File: src/rtl/writeback_stage.sv
// MEM/WB pipeline register and writeback unit.
// Holds one instruction from the memory stage, forms the register-file
// write (ALU result, aligned/extended load data or PC+4), flags misaligned
// or illegal loads, mirrors the write onto a forwarding tap for decode and
// counts retired instructions.
module writeback_stage #(
  parameter int XLEN  = 32,
  parameter int CNT_W = 64
) (
  input  logic             clk,
  input  logic             rst,
  input  logic             hold,
  input  logic             flush,
  input  logic             in_valid,
  output logic             in_ready,
  input  logic [4:0]       in_rd,
  input  logic             in_wen,
  input  logic [1:0]       in_sel,
  input  logic [2:0]       in_funct3,
  input  logic [XLEN-1:0]  in_alu,
  input  logic [XLEN-1:0]  in_mem,
  input  logic [XLEN-1:0]  in_pc4,
  output logic [4:0]       w_reg,
  output logic [XLEN-1:0]  w_dat,
  output logic             write,
  output logic             fwd_valid,
  output logic [4:0]       fwd_reg,
  output logic [XLEN-1:0]  fwd_dat,
  output logic             ld_err,
  output logic [CNT_W-1:0] instret
);

  // Writeback source select encodings.
  localparam logic [1:0] SEL_ALU  = 2'b00;
  localparam logic [1:0] SEL_LOAD = 2'b01;
  localparam logic [1:0] SEL_PC4  = 2'b10;

  // Load type encodings (funct3).
  localparam logic [2:0] F3_LB  = 3'b000;
  localparam logic [2:0] F3_LH  = 3'b001;
  localparam logic [2:0] F3_LW  = 3'b010;
  localparam logic [2:0] F3_LBU = 3'b100;
  localparam logic [2:0] F3_LHU = 3'b101;

  // Captured pipeline entry.
  logic             valid_reg;
  logic [4:0]       rd_reg;
  logic             wen_reg;
  logic [1:0]       sel_reg;
  logic [2:0]       funct3_reg;
  logic [XLEN-1:0]  alu_reg;
  logic [XLEN-1:0]  mem_reg;
  logic [XLEN-1:0]  pc4_reg;
  logic [CNT_W-1:0] instret_reg;

  // Next-state and control.
  logic             valid_next;
  logic             capture;
  logic             consume;
  logic [CNT_W-1:0] instret_next;

  // Load datapath.
  logic [1:0]       off;
  logic [7:0]       lane [4];
  logic [7:0]       byte_sel;
  logic [15:0]      half_sel;
  logic [XLEN-1:0]  load_data;
  logic             err;
  logic             sel_ok;
  logic [XLEN-1:0]  wb_data;
  logic             write_en;

  // The stage can always accept unless frozen; a flush still "accepts"
  // the cycle, it just discards what is presented.
  assign in_ready = ~hold;

  // Handshake: capture a new entry and consume (retire) the held one.
  always_comb begin
    capture = in_valid & ~hold & ~flush;
    consume = valid_reg & ~hold & ~flush;
  end

  // Entry occupancy: flush kills, hold freezes, otherwise follow in_valid.
  always_comb begin
    valid_next = valid_reg;
    if (flush) begin
      valid_next = 1'b0;
    end else if (!hold) begin
      valid_next = in_valid;
    end
  end

  // Retirement counter advances once per consumed entry, wrapping naturally.
  always_comb begin
    instret_next = instret_reg;
    if (consume) begin
      instret_next = instret_reg + CNT_W'(1);
    end
  end

  // Occupancy and retirement state; reset overrides everything else.
  always_ff @(posedge clk) begin
    if (rst) begin
      valid_reg   <= 1'b0;
      instret_reg <= '0;
    end else begin
      valid_reg   <= valid_next;
      instret_reg <= instret_next;
    end
  end

  // Captured fields; they are kept (not cleared) when nothing new arrives so
  // w_reg/w_dat stay stable between instructions.
  always_ff @(posedge clk) begin
    if (rst) begin
      rd_reg     <= '0;
      wen_reg    <= 1'b0;
      sel_reg    <= '0;
      funct3_reg <= '0;
      alu_reg    <= '0;
      mem_reg    <= '0;
      pc4_reg    <= '0;
    end else if (capture) begin
      rd_reg     <= in_rd;
      wen_reg    <= in_wen;
      sel_reg    <= in_sel;
      funct3_reg <= in_funct3;
      alu_reg    <= in_alu;
      mem_reg    <= in_mem;
      pc4_reg    <= in_pc4;
    end
  end

  // Byte offset within the aligned word comes from the low address bits.
  assign off = alu_reg[1:0];

  // Split the raw memory word into its four byte lanes.
  genvar gi;
  generate
    for (gi = 0; gi < 4; gi++) begin : g_lane
      assign lane[gi] = mem_reg[8*gi +: 8];
    end
  endgenerate

  // Pick the addressed byte and the addressed halfword (half chosen by off[1]).
  always_comb begin
    byte_sel = lane[off];
    half_sel = {lane[{off[1], 1'b1}], lane[{off[1], 1'b0}]};
  end

  // Extend the selected byte/half to full width according to the load type.
  always_comb begin
    load_data = '0;
    case (funct3_reg)
      F3_LB:   load_data = {{(XLEN-8){byte_sel[7]}}, byte_sel};
      F3_LBU:  load_data = {{(XLEN-8){1'b0}}, byte_sel};
      F3_LH:   load_data = {{(XLEN-16){half_sel[15]}}, half_sel};
      F3_LHU:  load_data = {{(XLEN-16){1'b0}}, half_sel};
      F3_LW:   load_data = mem_reg;
      default: load_data = '0;
    endcase
  end

  // Load fault detection: reserved funct3 codes and misaligned half/word.
  always_comb begin
    err = 1'b0;
    if (sel_reg == SEL_LOAD) begin
      case (funct3_reg)
        F3_LB, F3_LBU: err = 1'b0;
        F3_LH, F3_LHU: err = off[0];
        F3_LW:         err = |off;
        default:       err = 1'b1;
      endcase
    end
  end

  // Writeback source mux; the reserved select yields zero and never writes.
  always_comb begin
    wb_data = '0;
    sel_ok  = 1'b1;
    case (sel_reg)
      SEL_ALU:  wb_data = alu_reg;
      SEL_LOAD: wb_data = load_data;
      SEL_PC4:  wb_data = pc4_reg;
      default: begin
        wb_data = '0;
        sel_ok  = 1'b0;
      end
    endcase
  end

  // Register-file write enable: only a retiring, well-formed write to a
  // non-zero register; a faulting load retires but does not write.
  always_comb begin
    write_en = consume & wen_reg & (rd_reg != 5'd0) & sel_ok & ~err;
  end

  // Register-file port, forwarding tap and status outputs.
  always_comb begin
    w_reg     = rd_reg;
    w_dat     = wb_data;
    write     = write_en;
    fwd_valid = write_en;
    fwd_reg   = rd_reg;
    fwd_dat   = wb_data;
    ld_err    = consume & err;
    instret   = instret_reg;
  end

endmodule
File: config.mk
export PLATFORM = sky130hd
export DESIGN_NAME = writeback_stage
export DESIGN_NICKNAME = d
export VERILOG_FILES = /design/src/rtl/writeback_stage.sv
export SDC_FILE = /design/constraint.sdc
export NUM_CORES = 1
export LEC_CHECK = 0
export ABC_AREA = 1
export CAP_MARGIN = 5
export CORE_MARGIN = 3
export CORE_UTILIZATION = 44
export DETAILED_ROUTE_END_ITERATION = 16
export PLACE_DENSITY = 0.77
export RECOVER_POWER = 100
export SYNTH_ARGS = -nofsm -noshare
export SYNTH_HDL_FRONTEND = slang
export SYNTH_SLANG_ARGS = --single-unit
File: constraint.sdc
create_clock -name clk -period 2 [get_ports clk]
set_clock_uncertainty 0.15 [all_clocks]
set_input_delay 0.4 -clock clk [delete_from_list [all_inputs] [get_ports clk]]
set_output_delay 0.4 -clock clk [all_outputs]
set_load 0.03 [all_outputs]
# ---- Word level (Yosys, flattened, before mapping)
# Cells that the tools add are included.
dict set report op_classes {
  addsub 1
  n_lt_le_gt_ge 3
  n_eq_ne 6
  n_mux 14
  bitwise_logic 15
  reduce_logical 8
}
# op n
set ops {}
lappend ops {{$pmux W32 S5} 1}
lappend ops {{$pmux W32 S3} 1}
lappend ops {{$add A64 B1 Y64 const B} 1}
lappend ops {{$bmux W8 S2} 3}
lappend ops {{$mux W8} 6}
lappend ops {{$and A1 B1 Y1} 9}
lappend ops {{$ge A3 B3 Y1 const B} 3}
lappend ops {{$not A2 Y3} 3}
lappend ops {{$reduce_or A2 Y1} 4}
lappend ops {{$eq A3 B3 Y1 const B} 2}
lappend ops {{$reduce_bool A5 Y1} 1}
lappend ops {{$eq A3 B1 Y1 const B} 1}
lappend ops {{$eq A3 B2 Y1 const B} 1}
lappend ops {{$logic_not A3 Y1} 1}
lappend ops {{$not A1 Y1} 3}
lappend ops {{$pmux W1 S3} 1}
lappend ops {{$reduce_or A3 Y1} 1}
lappend ops {{$eq A2 B1 Y1 const B} 1}
lappend ops {{$eq A2 B2 Y1 const B} 1}
lappend ops {{$logic_not A2 Y1} 1}
lappend ops {{$mux W1} 2}
dict set report totals {
  reg_bits 172
  inputBits 112
  elab_cells 56
}

# ---- Depth between registers and ports, before layout
# Gate-level depths: netlist of the first run.
dict set report logic_depth {
  ltp_word 7
  ltp_mapped 11
}

# ---- Least setup slack after synthesis of the first run
# No wires, ideal clock.
dict set report synth_path {
  path_type {input port to output port}
  startpoint {in hold}
  endpoint {out write}
  arrival_ns 2.049
  required_time_ns 1.450
  setup_slack_ns -0.599
  stages 7
  n_path_buf 2
  path_cell_list {inv_1 nand3_2 inv_2 buf_2 o2111ai_1 a21oi_1 buf_4}
}
dict set report synth_between {
  elab_chain_len 7
}
# item line_no
set synth_lines {}
lappend synth_lines {{start: declaration} 12} ;# input logic hold,
lappend synth_lines {{$not A1 Y1} 80} ;# consume = valid_reg & ~hold & ~flush;
lappend synth_lines {{$and A1 B1 Y1 (2 in a row)} 80}
lappend synth_lines {{$and A1 B1 Y1 (4 in a row)} 195} ;# write_en = consume & wen_reg & (rd_reg != 5'd0) & sel_ok & ~err;
lappend synth_lines {{end: declaration} 25} ;# output logic write,
# Every way passes these cells.

# ---- Worst setup path in the final report of the first run
dict set report layout_path {
  startpoint {reg alu_reg[1]}
  endpoint {out w_dat[6]}
}
dict set report layout_between {
  elab_chain_len 6
  word_cells_on_any_way 10
  cone_classes {mux (8); bitwise (2)}
}
# item line_no
set layout_lines {}
lappend layout_lines {{start: declaration} 51} ;# logic [XLEN-1:0] alu_reg;
lappend layout_lines {{start signal: assignment} 128} ;# alu_reg <= in_alu;
lappend layout_lines {{$not A2 Y3 (on tied branches)} {148, 147}}
lappend layout_lines {{$bmux W8 S2 (on tied branches)} {148, 147}}
lappend layout_lines {{$mux W8 (on tied branches) (2 in a row)} {148, 147}}
lappend layout_lines {{$pmux W32 S5 (*)} 154} ;# case (funct3_reg)
lappend layout_lines {{$pmux W32 S3 (*)} 181} ;# case (sel_reg)
lappend layout_lines {{end: declaration} 24} ;# output logic [XLEN-1:0] w_dat,
# Every way passes the cells marked *; elsewhere a longest branch is shown, timed or not. The select of a mux whose other input is x is not followed.

==> results of run 1 <==
[timing repair]
action / 4_1_cts / 5_1_grt
cloned: 1 / 4
setup buffers: 3 / 10
endpoints found under the setup margin: 142 / 93
resized for setup: 192 / 101
pin swaps: 9 / 22
[metrics by stage]
step | cell area [um^2] | power [W] | setup TNS, ns
6_report | 13440 | 0.008319 | -32.91
5_1_grt | 13440 | 0.008586 | -56.94
4_1_cts | 12990 | 0.008224 | -30.02
3_5_place_dp | 12110 | 0.004920 | -44.67
3_3_place_gp | 12110 | 0.004905 | -38.36
2_1_floorplan | 9259 | 0.004370 | -3.475
[tightest hold or removal path: cells and delay by family]
family,cells,cell delay (ns)
buffers and inverters,2,0.23
and+or+nand+nor,2,0.14
[worst max path at each step]
stage,start,to,slack [ns],cells after the start
after floorplan,sel_reg[0],w_dat[0],-0.15,5
after global placement,funct3_reg[0],fwd_dat[17],-0.56,9
after detailed placement,funct3_reg[0],w_dat[17],-0.61,9
after CTS,alu_reg[1],fwd_dat[31],-0.49,9
after global routing,alu_reg[1],w_dat[6],-0.57,9
final,alu_reg[1],w_dat[6],-0.51,9
[Yosys cell counts (3+ instances only)]
master,number
a21o_1,15
a21oi_1,153
buf_1,4
buf_2,12
buf_4,38
clkbuf_1,48
dfxtp_1,172
inv_1,150
inv_2,4
nand2_1,283
nand2_2,4
nand3_1,101
nand3_2,8
nand4_1,20
nor2_1,135
nor2_2,18
nor2_4,5
nor3_1,10
nor3b_1,4
o211ai_1,8
o21ai_0,101
o21ai_1,4
o21bai_1,3
o221ai_1,7
o22ai_1,24
or2_2,6
xnor2_1,5
xor2_1,5
[metal layers]
| metal | routed length, um | global-route usage, % |
|---|---|---|
| met1 | 12580 | 33.30 |
| met2 | 16110 | 48.99 |
| met3 | 2356 | 5.105 |
| met4 | 1027 | 11.49 |
| met5 | 48 | 0 |
[area by class of cell]
type                    instances  area share [%]
clock buffers                  22           3.603
clock inverters                 8          0.6517
inverters                     155           4.460
multi-input cells             929           37.86
flip-flops and latches        172           25.73
well taps                     265           2.467
repair inverters                1         0.05586
diodes                          1         0.01862
repair buffers                344           25.15
[kinds of logic after synthesis]
kind of cell / Yosys count / synth area share (%)
compound gates: 317 / 18.95
buf+inv: 257 / 12.42
xor+xnor: 10 / 0.9688
flops: 172 / 38.09
simple gates: 601 / 29.44
fa+ha+maj: 1 / 0.1384
[power by group through the flow]
| stage | clock (W) | sequential [W] | combinational, W |
|---|---|---|---|
| floorplan | 0 | 0.00364 | 0.000728 |
| global placement | 0 | 0.00365 | 0.00125 |
| detailed placement | 0 | 0.00365 | 0.00127 |
| CTS | 0.00328 | 0.00358 | 0.00136 |
| global route | 0.00340 | 0.00359 | 0.00160 |
| finish | 0.00324 | 0.00358 | 0.00149 |
==> results by stage, run 1 <==
Status:
- The flow ran to the end, but the final reports show violations.
- The checks that failed: setup timing.

Yosys:
- In this run, synthesis inferred 0 flip-flops with an integrated enable.
- Averaged over all synthesized cells, the footprint is 6.657 um^2.
- Synthesis instantiated 38 different standard cells from the library.
- The prevailing post-synth register cell is dfxtp_1.
- The number of nets handed over by synthesis was 1,471.
- The flip-flop and latch count after synthesis is 172.
- The cell count after synthesis is 1,358.
- During synthesis, Yosys emitted a total of 0 warnings.
- After synthesis, the largest area contributor takes up 38.09% of total cell area.
- Ranked by total cell area, the synthesized netlist is headed by dfxtp_1, nand2_1, a21oi_1.
- Of all flip-flops after synthesis, the portion carrying an async set or reset was 0%.
- The share of the Yosys chip area taken by registers is 38.09%.
- The netlist area before placement is 0.009040 mm^2.
- The post-synthesis cell type with the largest combined area is dfxtp_1.

Layout:
- The final net count is 1,733.
- The multi-input combinational cells in the finished layout cover a total of 0.005089 mm^2.
- In the layout the commonest cells are nand2_1, dfxtp_1, a21oi_1.
- The number of flip-flops in the largest register is 64.
- Cells with a size suffix above 1 make up 21.34% of the layout.
- Cells fill 67.72% of the core in the end.
- The area growth from synthesis to layout is 48.66%.
- The total area of sequential cells is 0.003458 mm^2.
- The most common cell after layout, fill and taps aside is nand2_1.
- The filler cells instantiated in the layout total 1,705.
- The number of standard cells in the final layout excluding fillers is 1,897.

Clocking:
- The tree built by TritonCTS fans out to 172 sinks.
- The CTS clock-pin slew for the worst setup and hold paths is 0.07 ns.
- The maximum buffer depth of the clock tree is 2.
- The H-tree level count is 4.
- The insertion delay of the later-clocked pin in the worst-skew pair is 0.43 ns.
- Buffers inserted to repair hold after CTS numbered 0.
- The cell at the root of the clock tree is clkbuf_16.
- The number of clock buffers added by TritonCTS is 17.
- TritonCTS built the clock tree.

Placed design:
- The count of buffers added on input and output ports is 253.
- Prior to clock tree synthesis, the placed netlist has a worst setup slack of -0.6086 ns.
- The final HPWL from detailed placement is 23,040 um.
- The number of cells after detailed placement is 1,849.
- At the end of routability-driven placement, the weighted congestion stood at 0.9558.

Route:
- For this block, the initial DRC count from the detailed router was 656.
- For this block, the routed nets add up to 32,110 um of wire.
- Dividing the detail-routed wire length by the instance count gives 16.93 um.
- The count of antenna-violating nets left after detailed routing is 0.
- In the routed design, unresolved DRC markers number 0.
- Across all layers, the routed design uses 10.17k vias.
- The first detailed-routing pass ran for 5 iterations.
- Dividing the detail-routed via count by the number of cells gives 5.360.

Pwr:
- The combinational share of power is 17.9%.
- The peak supply drop is 0.6182 mV.
- The part of the power in the clock network is 39.0%.
- The internal power consumption is 0.006050 W.
- The portion of total power attributed to sequential cells is 43.1%.
- In this run switching power makes up 27.28% of total power.
- The total leakage power is 5.501 nW.
- For this design the total switching power over the nets is 0.002269 W.
- Power spread over the standard cell area amounts to 619.0 mW/mm^2.

STA:
- The slew at the pin closest to its max-slew limit is 0.8010 ns.
- The count of final hold-check violations is 0.
- The total of endpoints with negative setup slack in the final report is 134.
- In this run the tightest slew margin relative to its limit is 46.60%.
- The worst setup slack after layout is -0.5057 ns.
- The highest achievable clock rate is 399.1 MHz.
- The number of pins with negative max-slew slack in the final report came to 0.
- Setup repair after global routing could not meet its margin everywhere.
- The final period utilization is 125.3%.
- The worst-case hold slack is 0.2473 ns.
- The clock period minus worst slack is 2.506 ns.

Floorplanning:
- The floorplan step defined a die boundary enclosing 0.02230 mm^2.
- The number of rows created at floorplan is 51.
- The area of the core region is 0.01985 mm^2.
- The effective utilization at floorplan is 45.55%.
- For this design the top-level I/O count stands at 254.
- The die is 149.3 um tall.
- The die span in x is 149.3 um.

Setup path:
- By startpoint and endpoint, the worst setup path is classified as reg -> out.
- The critical-path maximum fanout is 8.
- Counting cells, the worst reg-to-reg path comes to 9.
- In this run the critical register-to-register path is launched from instret[0].
- The reg-to-reg endpoint is instret[36].
- The data required time of the critical path is 1.45 ns.
- Across all register-to-register paths, the minimum setup slack is 0 ns.
- Grouping stages by cell kind, the critical path spends the most delay in simple AND/OR/NAND/NOR gates.
- The arrival time reported for the critical path endpoint is 1.96 ns.
- The kind of capture point of the worst setup path is an output port.
- The standard cell with the maximum stage delay on the critical path is dfxtp_4.
- The largest stage delay on the critical path is 0.38 ns.
- Walking the worst path, the cells encountered are buf_12, clkinvlp_4, nand2_2, o21ai_2, or2_4, nand3_2, nand2_2, o221ai_4, buf_6.
- The most numerous cell type found on the critical path is nand2_2.
- The critical path contains buffers and inverters numbering 3 combined.
- The nature of the critical path startpoint is a flop.

Global route:
- The number of global-route vias before repair is 9,869.
- The number of antenna violations at the first check in global routing is 5.
- The first global-routing pass estimated 49,890 um of wire.
- The pin count of the biggest net entering global routing is 65.
- The global-route usage over all layers is 27.81%.
- The total grt overflow is 0.

Hold path:
- The sink of the worst hold path is instret[16].
- The path class of the lowest-slack min-delay path is in -> reg.
- The startpoint identified for the worst hold timing path is rst.
- The worst hold path cell count is 4.

Job:
- The tool flagged a number of max-cap violations equal to 0.
(Power assumes the default switching activity.)
==> run 2: changes to the inputs <==
CORE_ASPECT_RATIO = 0.75   (was unset)
CORE_MARGIN = unset   (was 3)
==> results by stage, run 2 (synthesized netlist as in run 1, its figures left out) <==
Status:
- The run finished, with violations left.
- The checks that failed: setup timing.

Hold path:
- In this run the worst hold path is classified as reg -> reg.

Layout:
- The number of flip-flops in the largest register is 64.
- The final layout contains 1,732 nets.
- The final cell utilization of the core is 65.70%.
- The library cell used most frequently in the layout, excluding fill and tap cells, is nand2_1.
- Summing all multi-input logic gate instances after layout gives 0.004940 mm^2.
- The total area of sequential cells is 0.003456 mm^2.
- From synthesis to final layout, the design area changed by 46.49%.
- Counting the fill cells in the layout gives 1,725.
- In the layout the commonest cells are nand2_1, dfxtp_1, inv_1, a21oi_1, nor2_1.
- The fraction of final layout cells with drive strength greater than 1 is 20.10%.

Setup path:
- Data on the critical path arrives at its endpoint at 2.00 ns.
- On the critical path, the stage with the largest delay is an instance of dfxtp_4.
- The cell repeated most along the worst path is buf_6.
- Walking the worst path, the cells encountered are buf_6, clkinvlp_4, buf_6, o21ai_2, or2_2, nand3_2, nand2_1, o221ai_2, buf_6.
- Data on the critical path is required at its endpoint by 1.45 ns.
- The largest stage delay on the critical path is 0.36 ns.
- Of all nets on the critical path, the largest fanout is 7.
- The kind of capture point of the worst setup path is an output port.
- The nature of the critical path startpoint is a flop.
- The setup path with the least slack is of type reg -> out.

STA:
- Timing would allow up to 392.9 MHz.
- The final period utilization is 127.3%.
- The count of final hold-check violations was 0.
- Setup repair after global routing could not meet its margin everywhere.
- The number of pins with negative max-slew slack in the final report is 0.
- For the pin with the worst max-slew slack, the measured transition is 0.7848 ns.
- The worst pin sits at a relative slew slack of 47.68%.
- The clock period minus worst slack is 2.545 ns.
- After layout, the worst setup slack is -0.5450 ns.
- Setup violations remaining at the end of the flow were counted as 143.

Pwr:
- The part of the power in the clock network is 38.8%.
- In this run, the combinational gates consume 17.8% of the power.
- For this design the total switching power over the nets is 0.002382 W.
- The internal portion of the total power is 0.005866 W.
- The switching share of total power is 28.88%.
- Across the VDD grid, the largest voltage drop is 0.5036 mV.
- The total leakage power is 5.469 nW.
- For this design the ratio of total power to cell area is 622.9 mW/mm^2.
- In this run, flip-flops and latches consume 43.4% of the power.
- The overall power is 0.008248 W.

Route:
- The number of iterations in the first detailed-routing pass is 5.
- Summing over every cut layer, the via total after detailed routing is 10.21k.
- The final routed wire length divided by cell count is 16.53 um.
- The count of antenna-violating nets left after detailed routing is 0.
- The post-route DRC violation count is 0.
- For this block, the initial DRC count from the detailed router was 953.
- Dividing the detail-routed via count by the number of cells gives 5.401.
- For this block, the routed nets add up to 31,250 um of wire.

Floorplanning:
- The die covers 0.02113 mm^2.
- The top-level port count is 254.
- After floorplanning, the core was divided into 45 placement rows.
- The die is 167.5 um wide.
- For this configuration, the core starts out at a cell density of 44.85%.
- The die is 126.1 um tall.
- The floorplan step defined a core boundary enclosing 0.02016 mm^2.

Clocking:
- Hold repair after CTS inserted 0 buffers.
- The maximum buffer depth of the clock tree is 2.
- The count of clock tree sinks is 172.
- The number of buffers created by CTS is 17.
- At the later pin of the worst-skew pair, clock insertion delay measures 0.43 ns.
- The tree is rooted in a clkbuf_16.
- The CTS clock-pin slew for the worst setup and hold paths is 0.07 ns.
- The H-tree level count is 4.
- TritonCTS built the clock tree.

Global route:
- In the global route stage, met3 resource usage came out at 6.160%.
- The number of antenna violations at the first check in global routing is 1.
- The global-route usage over all layers is 28.61%.
- In this run the most used layer during global routing was met2.
- The first global-routing pass estimated 48,430 um of wire.
- After global routing the overflow that remains totals 0.
- The pin count of the biggest net entering global routing is 65.
- The fraction of met2 tracks used by global routing is 45.93%.
- The number of global-route vias before repair came to 9,349.
- The met1 track demand over resource in global routing is 38.87%.

Job:
- The reported max-cap violation count is 0.

Placed design:
- The weighted congestion reported at the end of routability-driven placement is 0.9283.
- The pre-CTS worst setup slack is -0.5564 ns.
- In this run the tool buffered the top-level ports with 253 buffer cells.
- Detailed placement ended at an HPWL of 22,120 um.
## run 2: changes by cell type in the layout (fill, tap and decap cells not counted), moves of 4 or more
cell	previous run	this run
clkbuf_2	7	3
inv_8	0	5
nand2_1	249	265
nor2_4	10	5
nor2_2	17	21
nand2_4	10	1
nand2_2	28	21
## run 2: worst paths after layout
check | start | endpoint | slack, ns | cells past startpoint
worst max register to register | valid_reg | instret[51] | 0.04 | 8
worst min register to register | pc4_reg[26] | pc4_reg[26] | 0.30 | 2
worst min-delay path | pc4_reg[26] | pc4_reg[26] | 0.30 | 2
worst max-delay path | alu_reg[1] | fwd_dat[2] | -0.55 | 9
## run 2: final cells by class
type / instances / share of cell area, %
Antenna cell: 1 / 0.01890
Clock buffer: 18 / 3.316
Clock inverter: 14 / 0.9259
Inverter: 155 / 4.526
Multi-Input combinational cell: 929 / 37.30
Sequential cell: 172 / 26.10
Tap cell: 258 / 2.438
Timing Repair Buffer: 344 / 25.38
## run 2: power by group through the flow
stage	Sequential, W	Clock, W	Combinational, W
after floorplan	0.00364	0	0.000728
after global placement	0.00365	0	0.00125
after detailed placement	0.00365	0	0.00127
after CTS	0.00358	0.00324	0.00139
after global routing	0.00359	0.00342	0.00155
final	0.00358	0.00320	0.00146
## run 2: per-stage QoR
step                      setup TNS (ns)  hold WS (ns)  instance area [um^2]  std cells
after floorplan                   -3.475        0.2797                  9259       1358
after global placement            -27.21        0.2866                 12110       1843
after CTS                         -29.51        0.3028                 13070       1885
after detailed placement          -32.50        0.2923                 12110       1843
final                             -35.61        0.2988                 13240       1891
after global routing              -49.87        0.3149                 13240       1891
## run 2: per-layer routing
layer	up-vias	wire length [um]
li1	4931	-
met1	4736	13680
met2	491	14140
met3	56	2794
met4	0	626
met5	-	0
## run 2: critical path, delay by kind of cell (launching register included)
family	cells	cell delay (ns)
buffers and inverters	4	0.60
flip-flops	1	0.36
AO/OA/AOI/OAI	2	0.18
AND/OR/NAND/NOR	3	0.43
## run 2: what timing repair did
item                                    4_1_cts  5_1_grt
cloned                                        2        3
endpoints found under the setup margin      142       73
pin swaps                                    11        8
gates resized for setup                     198       53
setup buffers                                 8        2
